===== config.mk =====
export PLATFORM = sky130hd
export DESIGN_NAME = serial_mag_comp_ctrl_flat
export DESIGN_NICKNAME = d
export VERILOG_FILES = /design/src/rtl/serial_mag_comp_ctrl_if.sv /design/src/rtl/serial_mag_comp_ctrl.sv /design/src/flat_wrapper.sv
export SDC_FILE = /design/constraint.sdc
export NUM_CORES = 1
export LEC_CHECK = 0
export ABC_AREA = 1
export BUFFER_PORTS_ARGS = -buffer_cell sky130_fd_sc_hd__buf_2
export CAP_MARGIN = 40
export CORE_UTILIZATION = 45
export CTS_BUF_LIST = sky130_fd_sc_hd__clkbuf_16
export CTS_CLUSTER_DIAMETER = 80
export DETAILED_ROUTE_END_ITERATION = 10
export PLACE_DENSITY_LB_ADDON = 0.12
export SLEW_MARGIN = 20
export SYNTH_ARGS = -nofsm -noshare
export SYNTH_HDL_FRONTEND = slang
export SYNTH_SLANG_ARGS = --single-unit

===== constraint.sdc =====
create_clock -name clk -period 2 [get_ports clk]
set_input_delay 0.1 -clock clk [delete_from_list [all_inputs] [get_ports clk]]
set_output_delay 0.1 -clock clk [all_outputs]
set_load 0.02 [all_outputs]

===== src/rtl/serial_mag_comp_ctrl_if.sv =====
// Start/operand/result bundle for serial_mag_comp_ctrl.
// The control unit drives the master side and the comparator sequencer is the slave.
interface serial_mag_comp_ctrl_if #(
  parameter int WIDTH = 8
);
  logic             start;
  logic [WIDTH-1:0] a;
  logic [WIDTH-1:0] b;
  logic             busy;
  logic             done;
  logic             G;
  logic             L;
  logic             E;

  modport master (
    output start, a, b,
    input  busy, done, G, L, E
  );

  modport slave (
    input  start, a, b,
    output busy, done, G, L, E
  );
endinterface


===== src/rtl/serial_mag_comp_ctrl.sv =====
// Serial unsigned magnitude comparator: one two_bit_comp cell walks the operands MSB slice first.
// Optional macro SERIAL_COMP_EARLY_EXIT_EN ends the compare on the first unequal slice.

module two_bit_comp (
  input  logic [1:0] a,
  input  logic [1:0] b,
  output logic       g,
  output logic       l,
  output logic       e
);
  always_comb begin
    g = (a > b);
    l = (a < b);
    e = (a == b);
  end
endmodule

module serial_mag_comp_ctrl #(
  parameter int WIDTH = 8
) (
  input  logic                 clk,
  input  logic                 reset,
  serial_mag_comp_ctrl_if.slave bus
);
  localparam int NSLICE = WIDTH / 2;
  localparam int IDXW   = (NSLICE > 1) ? $clog2(NSLICE) : 1;

  localparam logic [0:0] IDLE = 1'b0;
  localparam logic [0:0] CMP  = 1'b1;

  logic [0:0]       state;
  logic [IDXW-1:0]  idx_p1;
  logic             dec_vld_p1;
  logic             dec_g_p1;
  logic             done_r;
  logic             g_r;
  logic             l_r;
  logic             e_r;

  logic [WIDTH-1:0] a_p0;
  logic [WIDTH-1:0] b_p0;

  logic [1:0]       slice_a;
  logic [1:0]       slice_b;
  logic             c_g;
  logic             c_l;
  logic             c_e;
  logic             fin_g;
  logic             fin_l;
  logic             last_slice;
  logic             term;
  logic             accept;

  // Stage p0: operand capture on the accepting edge only
  always_ff @(posedge clk) begin
    if (accept) begin
      a_p0 <= bus.a;
      b_p0 <= bus.b;
    end
  end

  // Stage p1: one slice per cycle through the shared comparator cell
  always_comb begin
    slice_a = a_p0[{idx_p1, 1'b0} +: 2];
    slice_b = b_p0[{idx_p1, 1'b0} +: 2];
  end

  two_bit_comp u_cell (
    .a (slice_a),
    .b (slice_b),
    .g (c_g),
    .l (c_l),
    .e (c_e)
  );

  // A held decision always wins over the current slice
  always_comb begin
    fin_g      = dec_vld_p1 ? dec_g_p1  : c_g;
    fin_l      = dec_vld_p1 ? ~dec_g_p1 : c_l;
    last_slice = (idx_p1 == '0);
    accept     = (state == IDLE) && bus.start;
`ifdef SERIAL_COMP_EARLY_EXIT_EN
    term       = last_slice || !c_e;
`else
    term       = last_slice;
`endif
  end

  always_ff @(posedge clk) begin
    if (reset) begin
      state      <= IDLE;
      idx_p1     <= '0;
      dec_vld_p1 <= 1'b0;
      dec_g_p1   <= 1'b0;
      done_r     <= 1'b0;
      g_r        <= 1'b0;
      l_r        <= 1'b0;
      e_r        <= 1'b0;
    end else begin
      done_r <= 1'b0;
      case (state)
        IDLE: begin
          if (bus.start) begin
            state      <= CMP;
            idx_p1     <= IDXW'(NSLICE - 1);
            dec_vld_p1 <= 1'b0;
            dec_g_p1   <= 1'b0;
          end
        end
        CMP: begin
          if (term) begin
            state  <= IDLE;
            done_r <= 1'b1;
            g_r    <= fin_g;
            l_r    <= fin_l;
            e_r    <= ~(fin_g | fin_l);
          end else begin
            idx_p1 <= idx_p1 - 1'b1;
            if (!dec_vld_p1 && !c_e) begin
              dec_vld_p1 <= 1'b1;
              dec_g_p1   <= c_g;
            end
          end
        end
        default: state <= IDLE;
      endcase
    end
  end

  // Stage p2: registered results to the flag path
  always_comb begin
    bus.busy = (state == CMP);
    bus.done = done_r;
    bus.G    = g_r;
    bus.L    = l_r;
    bus.E    = e_r;
  end
endmodule


===== src/flat_wrapper.sv =====
// flat-port wrapper written by rule: the top's interface ports become plain ports
module serial_mag_comp_ctrl_flat 
#(
  parameter int WIDTH = 8
)
  (clk, reset, bus_start, bus_a, bus_b, bus_busy, bus_done, bus_G, bus_L, bus_E);
  serial_mag_comp_ctrl_if #(.WIDTH(WIDTH)) bus_i ();
  input  logic clk;
  input  logic reset;
  input wire logic [$bits(bus_i.start)-1:0] bus_start;
  input wire logic [$bits(bus_i.a)-1:0] bus_a;
  input wire logic [$bits(bus_i.b)-1:0] bus_b;
  output wire logic [$bits(bus_i.busy)-1:0] bus_busy;
  output wire logic [$bits(bus_i.done)-1:0] bus_done;
  output wire logic [$bits(bus_i.G)-1:0] bus_G;
  output wire logic [$bits(bus_i.L)-1:0] bus_L;
  output wire logic [$bits(bus_i.E)-1:0] bus_E;
  assign bus_i.start = bus_start;
  assign bus_i.a = bus_a;
  assign bus_i.b = bus_b;
  assign bus_busy = bus_i.busy;
  assign bus_done = bus_i.done;
  assign bus_G = bus_i.G;
  assign bus_L = bus_i.L;
  assign bus_E = bus_i.E;
  serial_mag_comp_ctrl #(.WIDTH(WIDTH)) u_core (.clk(clk), .reset(reset), .bus(bus_i));
endmodule

==> results.py <==
metrics = {
    "run_status": {
        "outcome": "complete, no violations",
    },
    "timing": {
        "finalWorstSetupSlack_ns": 0.309,
        "tns_ns": 0,
        "hold_viol_final": 0,
        "period_share_pct": 84.6,
        "rsz0062_at_grt": "false",
        "fin_crit_ns": 1.69,
        "worstMarginPinSlew_ns": 0.580,
        "clock_skew_ns": 0.000632,
        "setup_viol": 0,
        "fmax_ghz": 0.591,
        "max_slew_margin_pct": 61.3,
        "drv_slew": 0,
    },
    "power": {
        "ir_worst_vdd_mv": 0.595,
        "p_per_area_nw_per_um2": 989,
        "leakagePower_nw": 0.572,
    },
    "final_layout": {
        "nNetsFinal": 155,
        "final_core_util_pct": 57.2,
        "multiInputGateArea_um2": 323,
        "n_antenna_cell": 0,
        "final_layout_size_suffix_gt1_share_pct": 26.5,
        "stdcell_area_um2": 1260,
        "register_area_um2": 661,
        "nFillCells": 201,
        "synthToLayoutAreaGrowth_pct": 19.4,
    },
    "global_route": {
        "grt_pass1_vias": 727,
        "grt_max_degree": 17,
        "grt_pass1_wl_um": 2860,
        "grt_overflow": 0,
        "antenna_found_initial": 0,
        "grt_usage_pct": 15.3,
    },
    "clock_tree": {
        "numCtsBuffers": 3,
        "numClockSinks": 25,
        "cts_root_buf": "clkbuf_16",
        "cts_setup_buffers": 0,
        "cts_max_level": 1,
        "insertion_delay_ns": 0.25,
        "cts.hold.buffers_added": 0,
        "cts_max_path_buffers": 2,
        "cts_tree": "yes",
        "cts_resized": 0,
        "clkTransAtPathRegs_ns": 0.06,
    },
    "die": {
        "coreArea_um2": 2210,
        "start_util_pct": 47.9,
        "fp.dieH_um": 50.5,
        "io_pins": 24,
        "die_width_um": 50.5,
        "die_area_um2": 2550,
        "placementRows": 17,
    },
    "setup_path": {
        "crit_arrival_ns": 1.84,
        "r2r_setup_slack_ns": 0.31,
        "end_kind": "register",
        "path_max_fanout": 11,
        "cp-start-kind": "register",
        "required_ns": 2.15,
        "critPathKind": "register to register",
    },
    "routing": {
        "dr.pass1.iters": 4,
        "drtIter0Drc": 17,
        "ant_nets": 0,
        "drcViolationCount": 0,
        "vias": 767,
        "routed_wl_um": 1650,
        "wl_per_cell_um": 10.3,
        "via_per_inst": 4.79,
    },
    "synth": {
        "async_flop_share_pct": 0,
        "synth.avg_cell_area_um2": 9.81,
        "synthTopCellsByArea": "edfxtp_1 45%, dfxtp_1 17%, nand2_1 9.9%",
        "yosysSeqAreaShare_pct": 62.3,
        "syn_inst": 108,
        "ys.flop_type": "edfxtp_1",
        "synthesis.nets": 130,
        "yosysUniqueCellTypes": 19,
        "synth-warning-count": 0,
        "synth_edf_count": 16,
        "synth_common_cells": "28 x nand2_1, 16 x edfxtp_1, 11 x nor2_1",
        "synth_seq_cells": 25,
        "yosysMostFrequentCell": "nand2_1",
        "yosysTopAreaCell": "edfxtp_1",
        "yosysTopAreaCellShare_pct": 45.3,
        "syn_area_um2": 1060,
    },
    "worst_hold_path": {
        "holdCritPathClass": "input pin to register",
    },
    "place": {
        "dp_hpwl_um": 1230,
        "dpl-instance-area_um2": 1180,
        "routabilityCongestion": 0.768,
        "dpl_worst_slack_ns": 0.322,
        "port_buffers": 23,
    },
    "run": {
        "drv_cap": 0,
    },
}
==> routing by layer <==
layer / vias to the layer above / GRT usage [%] / share of wire [%]
li1: 400 / - / -
met1: 345 / 17.8 / 48
met2: 18 / 27.1 / 48
met3: 4 / 2.73 / 3.5
met4: 0 / 6.94 / 1.3
met5: - / 0 / 0
==> path summary, 6_finish.rpt <==
check / startpoint / cells after the start / endpoint
worst max-delay path: u_core.idx_p1[0] / 8 / u_core.dec_g_p1
worst min-delay path: bus_a[6] / 1 / u_core.a_p0[6]
worst max register to register: u_core.idx_p1[0] / 8 / u_core.dec_g_p1
worst min register to register: u_core.bus.E / 2 / u_core.bus.E
==> kinds of logic after synthesis <==
| group | share of synthesized area, % |
|---|---|
| compound gates | 7.56 |
| fa+ha+maj | 3.54 |
| buf+inv | 7.20 |
| flops | 62.3 |
| simple gates | 19.4 |
==> placed cells by master, fill, tap and decap left out <==
cell / count
nor2_1: 11
clkinvlp_4: 1
dfxtp_1: 9
nand3_1: 7
o22ai_1: 2
o21ai_1: 4
nor3_1: 1
o21ai_0: 3
inv_1: 9
clkbuf_16: 3
edfxtp_1: 16
nor2_2: 1
or2_1: 1
inv_2: 4
ha_1: 3
a21oi_2: 2
a21oi_1: 3
buf_2: 23
nand2_1: 28
nand2_2: 1
==> through the flow <==
step	total power, mW	cells	hold slack (ns)
after global routing	1.32	160	0.00810
after detailed placement	0.823	156	0.278
after floorplan	0.777	108	0.199
after global placement	0.819	156	0.276
final	1.25	160	0.0163
after CTS	1.26	160	0.0130
==> flip-flops by register name (all words and copies together) (netlist names) <==
name               flops
u_core.bus.L           1
u_core.b_p0            8
u_core.dec_vld_p1      1
u_core.bus.E           1
u_core.idx_p1          2
u_core.dec_g_p1        1
u_core.a_p0            8
u_core.bus.G           1
u_core.bus.busy        1
u_core.bus.done        1
==> power breakdown <==
group | switching [mW] | internal (mW) | total (mW)
registers | 0.0242 | 0.591 | 0.615
logic | 0.123 | 0.0730 | 0.196
clock network | 0.169 | 0.271 | 0.439
total | 0.316 | 0.935 | 1.25
==> area by class of cell <==
| cell class | count | area share, % |
|---|---|---|
| sequential | 25 | 52.2 |
| multi-input combinational | 67 | 25.5 |
| timing repair buffer | 23 | 9.10 |
| clock buffer | 3 | 5.93 |
| inverter | 13 | 3.86 |
| tap | 28 | 2.77 |
| clock inverter | 1 | 0.593 |
==> worst max-delay path, stage by stage, from the launching register on <==
cell and delay (ns):
dfxtp_1 0.49, inv_2 0.16, o21ai_1 0.15, o22ai_1 0.08, ha_1 0.31, nand2_1 0.09
nand2_1 0.08, nor3_1 0.17, nor2_1 0.06
Note: power is estimated with default switching activity, not from simulation.
